==> config.mk <==
export PLATFORM = sky130hd
export DESIGN_NAME = sync_fifo_dw
export DESIGN_NICKNAME = d
export VERILOG_FILES = /design/src/rtl/sync_fifo_dw.sv
export SDC_FILE = /design/constraint.sdc
export NUM_CORES = 1
export LEC_CHECK = 0
export BUFFER_PORTS_ARGS = -buffer_cell sky130_fd_sc_hd__buf_2
export CORE_MARGIN = 5
export CORE_UTILIZATION = 23
export CTS_BUF_LIST = sky130_fd_sc_hd__clkbuf_2
export DETAILED_ROUTE_END_ITERATION = 12
export PLACE_DENSITY = 0.39
export SYNTH_ARGS = -nofsm -noshare
export SYNTH_HDL_FRONTEND = slang
export SYNTH_SLANG_ARGS = --single-unit
==> constraint.sdc <==
create_clock -name clk -period 1.97 [get_ports clk]
set_input_delay 0.0985 -clock clk [delete_from_list [all_inputs] [get_ports clk]]
set_output_delay 0.0985 -clock clk [all_outputs]
set_load 0.02 [all_outputs]
==> src/rtl/sync_fifo_dw.sv <==
// sync_fifo_dw: single-clock FIFO with independent, power-of-two-related
// input and output widths. Storage is kept in slots of min(DIN_WIDTH, DOUT_WIDTH)
// bits. A write scatters one input word over R_IN slots. A read gathers R_OUT
// slots into one output word. Flags are registered from the post-edge occupancy.
// Optional build macro: SYNC_FIFO_DW_DATA_COUNT_EN adds the wr_data_count and
// rd_data_count outputs.
module sync_fifo_dw #(
  parameter int DIN_WIDTH  = 8,
  parameter int DOUT_WIDTH = 32,
  parameter int ADDR_WIDTH = 4,
  parameter int FWFT_EN    = 1,
  parameter int MSB_FIFO   = 1
) (
  input  logic                  clk,
  input  logic                  rst,
  input  logic [DIN_WIDTH-1:0]  din,
  input  logic                  wr_en,
  output logic                  full,
  output logic                  almost_full,
  output logic                  overflow,
  output logic [DOUT_WIDTH-1:0] dout,
  input  logic                  rd_en,
  output logic                  empty,
  output logic                  almost_empty,
  output logic                  underflow
`ifdef SYNC_FIFO_DW_DATA_COUNT_EN
  ,
  output logic [ADDR_WIDTH:0]   wr_data_count,
  output logic [ADDR_WIDTH:0]   rd_data_count
`endif
);

  localparam int MIN_W = (DIN_WIDTH < DOUT_WIDTH) ? DIN_WIDTH : DOUT_WIDTH;
  localparam int MAX_W = (DIN_WIDTH < DOUT_WIDTH) ? DOUT_WIDTH : DIN_WIDTH;
  localparam int R_IN  = DIN_WIDTH / MIN_W;
  localparam int R_OUT = DOUT_WIDTH / MIN_W;
  localparam int R_MAX = MAX_W / MIN_W;
  localparam int DEPTH = 1 << ADDR_WIDTH;

  typedef logic [ADDR_WIDTH:0]   cnt_t;
  typedef logic [ADDR_WIDTH-1:0] ptr_t;

  localparam cnt_t R_IN_C    = cnt_t'(R_IN);
  localparam cnt_t R_OUT_C   = cnt_t'(R_OUT);
  localparam cnt_t FULL_TH   = cnt_t'(DEPTH - R_IN);
  localparam cnt_t AFULL_TH  = cnt_t'(DEPTH - 2 * R_IN);
  localparam cnt_t AEMPTY_TH = cnt_t'(2 * R_OUT);

  // Reject width ratios that are not powers of two and buffers too shallow
  // to hold two of the wider words.
  generate
    if ((MAX_W % MIN_W) != 0 || (R_MAX & (R_MAX - 1)) != 0) begin : g_bad_ratio
      $error("sync_fifo_dw: width ratio must be a power of two");
    end
    if (DEPTH < 2 * R_MAX) begin : g_bad_depth
      $error("sync_fifo_dw: 2**ADDR_WIDTH must be at least 2*max(R_IN, R_OUT)");
    end
  endgenerate

  logic [MIN_W-1:0]      mem [DEPTH];
  ptr_t                  wr_ptr;
  ptr_t                  rd_ptr;
  cnt_t                  count;
  cnt_t                  count_next;
  logic                  wr_acc;
  logic                  rd_acc;
  logic [DOUT_WIDTH-1:0] head_word;

  // Accept requests against the pre-edge flags and compute the net occupancy.
  always_comb begin
    wr_acc     = wr_en & ~full;
    rd_acc     = rd_en & ~empty;
    count_next = count + (wr_acc ? R_IN_C : '0) - (rd_acc ? R_OUT_C : '0);
  end

  // Scatter an accepted input word across R_IN consecutive slots.
  always_ff @(posedge clk) begin
    if (!rst && wr_acc) begin
      for (int unsigned i = 0; i < R_IN; i++) begin
        if (MSB_FIFO != 0)
          mem[wr_ptr + ptr_t'(i)] <= din[(R_IN - 1 - i) * MIN_W +: MIN_W];
        else
          mem[wr_ptr + ptr_t'(i)] <= din[i * MIN_W +: MIN_W];
      end
    end
  end

  // Gather R_OUT slots from the head into one output word.
  always_comb begin
    head_word = '0;
    for (int unsigned j = 0; j < R_OUT; j++) begin
      if (MSB_FIFO != 0)
        head_word[(R_OUT - 1 - j) * MIN_W +: MIN_W] = mem[rd_ptr + ptr_t'(j)];
      else
        head_word[j * MIN_W +: MIN_W] = mem[rd_ptr + ptr_t'(j)];
    end
  end

  // Pointers, occupancy, status flags and error pulses.
  always_ff @(posedge clk) begin
    if (rst) begin
      wr_ptr       <= '0;
      rd_ptr       <= '0;
      count        <= '0;
      full         <= 1'b0;
      almost_full  <= 1'b0;
      empty        <= 1'b1;
      almost_empty <= 1'b0;
      overflow     <= 1'b0;
      underflow    <= 1'b0;
    end else begin
      if (wr_acc)
        wr_ptr <= wr_ptr + ptr_t'(R_IN);
      if (rd_acc)
        rd_ptr <= rd_ptr + ptr_t'(R_OUT);
      count        <= count_next;
      full         <= count_next > FULL_TH;
      almost_full  <= (count_next > AFULL_TH) && !(count_next > FULL_TH);
      empty        <= count_next < R_OUT_C;
      almost_empty <= (count_next >= R_OUT_C) && (count_next < AEMPTY_TH);
      overflow     <= wr_en & full;
      underflow    <= rd_en & empty;
    end
  end

  generate
    if (FWFT_EN != 0) begin : g_fwft
      // Fall-through: the head word is always presented.
      always_comb begin
        dout = head_word;
      end
    end else begin : g_std
      // Standard mode: load the head word only on an accepted read.
      always_ff @(posedge clk) begin
        if (rst)
          dout <= '0;
        else if (rd_acc)
          dout <= head_word;
      end
    end
  endgenerate

`ifdef SYNC_FIFO_DW_DATA_COUNT_EN
  // Word counts on each side, tracking the registered occupancy.
  always_ff @(posedge clk) begin
    if (rst) begin
      wr_data_count <= '0;
      rd_data_count <= '0;
    end else begin
      wr_data_count <= count_next / R_IN_C;
      rd_data_count <= count_next / R_OUT_C;
    end
  end
`endif

endmodule
== Word level (Yosys, flattened, before mapping) ==
Memories as Yosys holds them, arrays and structs flattened. A register that Yosys moved wholly into a read port is not among the register bits.
Index checks and enable logic that the tools add are counted.

* Flip-flop bits (word level): 19
* Bits in writable memories: 128
* Bits of input ports: 12
* Output and inout bits: 38
* Logic and storage cells: 39
* Memories: 1

{| class="wikitable"
|+ Memory list
! memory !! words !! width !! rd ports !! clocked after memory_dff !! wr ports !! line !! RTL
|-
| mem || 16 || 8 || 4 || 1 || 1 || 60 || <nowiki>logic [MIN_W-1:0] mem [DEPTH];</nowiki>
|}

* $add $sub $neg: 7
* $lt $le $gt $ge: 5
* Muxes and demuxes: 6
* Bitwise logic cells: 6
* Reduce and logical (&&, ||, !) cells: 5

{| class="wikitable"
|+ Operators with widths
! kind !! count
|-
| > comparator 5 x 4 -> 1 bit (second input constant) || 2
|-
| adder 4 x 1 -> 4 bit (second input constant) || 2
|-
| adder 4 x 2 -> 4 bit (second input constant) || 2
|-
| two-way mux 4 bit || 2
|-
| adder 5 x 1 -> 5 bit || 1
|-
| greater-or-equal comparator 5 x 3 -> 1 bit (second input constant) || 1
|-
| less-than comparator 5 x 3 -> 1 bit (second input constant) || 1
|-
| less-than comparator 5 x 4 -> 1 bit (second input constant) || 1
|-
| subtractor 5 x 3 -> 5 bit || 1
|-
| adder 4 x 3 -> 4 bit (second input constant) || 1
|-
| bitwise AND 1 bit || 4
|-
| logical AND 1 bit || 3
|-
| two-way mux 1 bit || 3
|-
| two-way mux 3 bit || 1
|-
| logical NOT 1 bit || 2
|-
| NOT 1 bit || 2
|}

== Logic depth before layout (Yosys ltp) ==
Gate-level depths: netlist of the first run.

* Word-level depth: 8
* Mapped depth: 9
* Mapped depth without buffers: 8

== Worst setup path after synthesis of the first run ==
No wires, ideal clock.

* Path type: flip-flop to flip-flop
* Start point: register empty
* End point: register almost_full
* Arrival time: 1.914 ns
* Setup slack: -0.031 ns
* Stages on the path, launching flop included: 9
* Cell sequence: dfxtp_1 -> nor2b_1 -> inv_1 -> ha_1 -> ha_1 -> o21bai_4 -> a21oi_4 -> xnor2_2 -> nor4b_2

* Cells in the longest elaborated chain, start to end: 7

{| class="wikitable"
|+ Ends and longest elaborated chain
! what !! line !! RTL
|-
| from (decl) || 23 || <nowiki>output logic empty,</nowiki>
|-
| from (signal assigned) || 119 || <nowiki>empty <= count_next < R_OUT_C;</nowiki>
|-
| NOT 1 bit * || 72 || <nowiki>rd_acc = rd_en & ~empty;</nowiki>
|-
| bitwise AND 1 bit * || 72 ||
|-
| two-way mux 3 bit * || 73 || <nowiki>count_next = count + (wr_acc ? R_IN_C : '0) - (rd_acc ? R_OUT_C : '0);</nowiki>
|-
| subtractor 5 x 3 -> 5 bit * || 73 ||
|-
| > comparator 5 x 4 -> 1 bit || 118 || <nowiki>almost_full <= (count_next > AFULL_TH) && !(count_next > FULL_TH);</nowiki>
|-
| logical NOT 1 bit || 118 ||
|-
| logical AND 1 bit * || 118 ||
|-
| to (signal assigned) || 118 ||
|-
| to (decl) || 19 || <nowiki>output logic almost_full,</nowiki>
|}

Every way passes the cells marked *; elsewhere a longest branch is shown, timed or not.
A chain may end at the register's enable or synchronous reset.

== Worst setup path in the final report of the first run ==
* Start point: register rd_ptr[2]
* End point: output dout[22]

* Cells in the longest elaborated chain, start to end: 2

{| class="wikitable"
|+ Ends and longest elaborated chain
! what !! line !! RTL
|-
| from (decl) || 62 || <nowiki>ptr_t rd_ptr;</nowiki>
|-
| from (signal assigned) || 115 || <nowiki>rd_ptr <= rd_ptr + ptr_t'(R_OUT);</nowiki>
|-
| adder 4 x 1 -> 4 bit || - ||
|-
| memory (16 x 8 bit) || - ||
|-
| to (decl) || 21 || <nowiki>output logic [DOUT_WIDTH-1:0] dout,</nowiki>
|}

No other way between the ends.

==> results.cfg, run 1 <==
[outcome]
run_status = finished, violations left
violations = setup timing

[detailed_routing]
drt_wl_total_um = 12000
num_vias = 2728
viasPerCell = 3.86
first_pass_iters = 4
drcViolationCount = 0
drt-wirelength-per-cell_um = 17.0
ant_nets = 0
drtIter0Drc = 113

[yosys]
synth_xor_area_frac = 0.0154
yosys.area_share.adder = 0.0245
muxShareOfSynthArea = 0.133
synthArstFlopShare = 0
synth_commonest_cells = 128 x edfxtp_1, 26 x mux4_2, 26 x nor2_1, 19 x dfxtp_1, 11 x ha_1
synth_area_leaders = edfxtp_1 69%, mux4_2 10%, dfxtp_1 6.8%
synth_most_common_cell = edfxtp_1
ys.flop_type = edfxtp_1
yosysWarnings = 0
synth_compound_area_frac = 0.0109
netlist_area_sq_um = 5610
synth_top_area_frac = 0.685
synth_top_cell_by_area = edfxtp_1
synth_edf_count = 128
synth-simple-area-share = 0.0419
synth_top_family_by_area = multiplexers
ys_ff_latch = 147
ys_types = 30
synth_cells = 273
syn_nets = 296
ys_seq_area_frac = 0.753
synth_area_per_cell_sq_um = 20.5

[timing]
setup_ws_ps = -91.7
hold_viol_final = 0
worst_slew_pin_slew_ps = 428
fmax_mhz = 485
period_minus_slack_ps = 2060
clock_skew_ps = 41.2
rsz0062_at_grt = yes
period_share = 1.05
setup_viol = 27
slew_violations = 0
slew_headroom = 0.715

[die]
fp.dieH_um = 166
rows = 57
core-area_sq_um = 24200
start_util = 0.232
io_pins = 50
die_x_um = 166
die_area_sq_um = 27600

[worst_setup_path]
worstPathRequired_ps = 1870
r2r_slack_ps = 100
path_class = flip-flop to output port
arrival_ps = 1960
crit_path_end_kind = output port
path_max_fanout = 7
worstSetupStartpointType = flip-flop

[clock_network]
cts-root-buf = clkbuf_2
clkSinkCount = 147
cts_inserted_buffers = 17
cts_tree = yes
clockBufferDepth = 2
clk_pin_slew_worst_paths_ps = 240
cts-htree-levels = 4
insertion_delay_ps = 690

[worst_hold_path]
hp-class = primary input to flip-flop

[place]
place_ws_ps = -18.7
io_buffers = 49
placed_cell_area_sq_um = 6370
dp.final_hpwl_um = 7320
gp_congestion = 0.673

[run]
cap_viol_max_count = 0

[global_route]
grt.total_usage = 0.0898
antenna_found_initial = 0
grt_overflow = 0
grt_pass1_wl_um = 18200
grt_max_degree = 26
grt_pass1_vias = 2963

[finish]
nets = 393
fill_cells = 2377
drive_above_1_share = 0.401
stdcell_area_sq_um = 7030
syn_to_final_growth_pct = 25.4
diodes = 0

[power_and_ir_drop]
power_density_nw_per_um2 = 1050
ir_drop_uv = 678
leakagePower_nw = 2.34
## what timing repair did
item / 4_1_cts / 5_1_grt
gates cloned: 1 / 1
pin swaps: 1 / 6
hold endpoints to repair: 147 / 0
setup endpoints to repair: 35 / 37
gates resized for setup: 57 / 30
hold buffers: 13 / 0
buffers inserted: 3 / 1
## area by class of cell
type	instances	area (sq um)	area share
flip-flops and latches	147	4230	0.602
multi-input cells	106	1300	0.185
inverters	7	26.3	0.00374
well taps	324	405	0.0576
clock buffers	19	95.1	0.0135
clock inverters	12	106	0.0151
repair buffers	91	865	0.123
## layout by cell type (no fill, tap or decap), types with 3 or more instances in the layout
cell,synthesis,layout
xor2_1,5,4
nor3_1,4,4
nand2_1,8,8
clkinv_1,0,3
xnor2_1,3,3
edfxtp_1,128,128
buf_6,1,33
ha_1,11,9
clkinvlp_4,0,4
clkbuf_2,0,19
dfxtp_1,19,15
mux4_2,26,32
inv_6,0,3
buf_2,5,17
nor2_1,26,26
inv_1,7,6
buf_4,0,23
dlygate4sd3_1,0,13
buf_12,2,4
## registers in the layout, indices dropped and copies added, names as in the netlist, named ones only
| name | flops |
|---|---|
| almost_empty | 1 |
| almost_full | 1 |
| count | 5 |
| empty | 1 |
| full | 1 |
| mem | 128 |
| overflow | 1 |
| rd_ptr | 2 |
| underflow | 1 |
| wr_ptr | 4 |
## routing by layer
| metal | global-route usage | vias up | routed length, um |
|---|---|---|---|
| met2 | 0.145 | 47 | 5920 |
| met4 | 0.0237 | 0 | 127 |
| met1 | 0.113 | 1410 | 5430 |
| met3 | 0.0355 | 11 | 548 |
| met5 | 0 | - | 0 |
| li1 | - | 1260 | - |
## through the flow
stage               power [mW]  TNS [ps]  cells  hold slack [ps]   util
floorplan                 4.88         0    273              197      -
global placement          5.38         0    657              354  0.264
detailed placement        5.40     -18.7    657              350  0.264
CTS                       7.34     -6300    705              245  0.287
global route              7.83     -7510    706              208  0.291
finish                    7.38     -1520    706              345  0.291
## critical path, stage by stage (launching register included)
cell and delay, ps:
dfxtp_4 460, buf_12 160, mux4_2 540, buf_6 150
## kinds of logic after synthesis
group,Yosys count
simple gates,49
compound gates,5
flops,147
buf+inv,20
fa+ha+maj,11
mux,32
xor+xnor,9
## where the power goes
part           internal (mW)  switching (mW)
logic                   1.18            1.06
clock network          0.456            1.05
registers               3.53          0.0997
## worst paths after layout
kind / startpoint / to / cells after the start
setup / recovery: rd_ptr[2]$_SDFFE_PP0P_ / dout[22] / 3
hold / removal: din[2] / mem[13][2]$_DFFE_PP_ / 2
setup reg to reg: empty$_SDFF_PP1_ / almost_empty$_SDFF_PP0_ / 8
hold reg to reg: wr_ptr[1]$_SDFFE_PP0N_ / wr_ptr[3]$_SDFFE_PP0N_ / 3
Power figures use the tool's default switching activity.
==> inputs of run 2 (changes only) <==
PLACE_DENSITY = 0.37   (was 0.39)
==> results.cfg, run 2 (synthesis results as in run 1) <==
[timing]
hold_viol_final = 0
setup_viol = 30
worst_slew_pin_slew_ps = 451
hold_ws_ps = 308
tns_ps = -3230
setup_ws_ps = -165
slew_headroom = 0.697
clock_skew_ps = 46.7
slew_violations = 0
rsz0062_at_grt = yes
fmax_mhz = 468
period_share = 1.08
period_minus_slack_ps = 2140

[clock_network]
cts-root-buf = clkbuf_2
cts-htree-levels = 4
clockBufferDepth = 2
insertion_delay_ps = 720
cts_inserted_buffers = 17
cts_tree = yes
clkSinkCount = 147
clk_pin_slew_worst_paths_ps = 250

[finish]
syn_to_final_growth_pct = 25.7
regArea_sq_um = 4230
final_util = 0.292
nets = 394
largest_reg_flops = 128
most-common-layout-cells = 128 x edfxtp_1, 31 x mux4_2, 26 x nor2_1, 26 x buf_6
diodes = 0
top_regs = mem x128, count x5, wr_ptr x4
fill_cells = 2411
drive_above_1_share = 0.406
multi_input_area_sq_um = 1290
max_flop_register = mem
mostFrequentLayoutCell = edfxtp_1

[detailed_routing]
drcViolationCount = 0
viasPerCell = 3.95
first_pass_iters = 4
drtIter0Drc = 185
drt-wirelength-per-cell_um = 17.1
drt_wl_total_um = 12100
num_vias = 2800
ant_nets = 0

[worst_setup_path]
worstPathRequired_ps = 1870
r2r_start = empty$_SDFF_PP1_
arrival_ps = 2040
critPathLaunch = rd_ptr[2]$_SDFFE_PP0P_
cp-endpoint = dout[18]
worstSetupStartpointType = flip-flop
critical_path_depth = 3
r2r_slack_ps = 90
path_cells = buf_4 > mux4_1 > buf_2
slowest_delay_ps = 540
crit_path_end_kind = output port
path_class = flip-flop to output port
r2r_cells = 8
crit_family = multiplexers
r2r-end = almost_empty$_SDFF_PP0_
crit_slowest_cell = mux4_1
timing.critical_path.buf_inv = 2
path_max_fanout = 7

[die]
io_pins = 50
die_x_um = 166
start_util = 0.232
rows = 57
fp.dieH_um = 166
core-area_sq_um = 24200
die_area_sq_um = 27600

[global_route]
grt_pass1_vias = 2920
grt.total_usage = 0.0897
grt_pass1_wl_um = 18400
antenna_found_initial = 1
grt_overflow = 0
grt_max_degree = 26

[place]
gp_congestion = 0.684
io_buffers = 49
place_ws_ps = 32.0
dp.final_hpwl_um = 7450

[power_and_ir_drop]
p_total_mw = 7.59
ir_drop_uv = 514
power_density_nw_per_um2 = 1080
leakagePower_nw = 2.37

[run]
cap_viol_max_count = 0

[outcome]
violations = setup timing
run_status = finished, violations left

[worst_hold_path]
hp-class = primary input to flip-flop
==> run 2: cell types whose count changed in the layout (fill, tap and decap cells not counted), sizes merged <==
| cell | delta |
|---|---|
| buf | +1 |
| bufinv | +1 |
| clkbuf | -2 |
| inv | +5 |
| clkinvlp | -3 |
==> run 2: how the worst min path moves through the flow <==
stage	startpoint	endpoint	slack (ps)	cells past startpoint
CTS	din[7]	mem[12][7]$_DFFE_PP_	190	2
detailed placement	rd_en	underflow$_SDFF_PP0_	330	3
global route	din[7]	mem[12][7]$_DFFE_PP_	190	2
global placement	rd_en	underflow$_SDFF_PP0_	340	3
finish	din[7]	mem[12][7]$_DFFE_PP_	310	2
floorplan	din[0]	mem[0][0]$_DFFE_PP_	200	0
==> run 2: cell type report <==
cell class              instances  share of cell area
clock buffers                  17              0.0121
clock inverters                15              0.0266
inverters                       7             0.00373
multi-input cells             106               0.183
flip-flops and latches        147               0.600
well taps                     324              0.0575
repair buffers                 92               0.117
==> run 2: worst register-to-register path, delay by kind of cell, from the launching register on <==
kind	cells	cell delay (ps)
AOI/OAI and AO/OA	1	270
xor gates and xnor gates	1	310
adders and majority gates	2	460
buffers and inverters	2	100
DFF	1	390
and+or+nand+nor	2	340
==> run 2: power breakdown <==
| part | switching [mW] | internal (mW) | leakage [nW] |
|---|---|---|---|
| sequential | 0.112 | 3.52 | 1.31 |
| combinational | 1.00 | 1.08 | 0.902 |
| clock | 1.22 | 0.648 | 0.160 |
| total | 2.34 | 5.25 | 2.37 |
==> run 2: what timing repair did <==
item | 4_1_cts | 5_1_grt
buffers inserted | 3 | 1
hold buffers | 13 | 0
endpoints found under the hold margin | 188 | 0
gates resized for setup | 43 | 28
endpoints found under the setup margin | 35 | 38
pin swaps | 1 | 3
cloned | 0 | 1
==> run 2: metrics by stage <==
stage / std cells / instance area (sq um)
floorplan: 273 / 5610
global placement: 658 / 6380
detailed placement: 658 / 6380
CTS: 706 / 6930
global route: 708 / 7050
finish: 708 / 7050
==> run 2: routing by layer <==
metal,share of wire,track usage,wire [um]
met1,0.47,0.120,5690
met3,0.042,0.0302,509
met5,0,0,0
met2,0.48,0.139,5840
met4,0.0079,0.0258,96
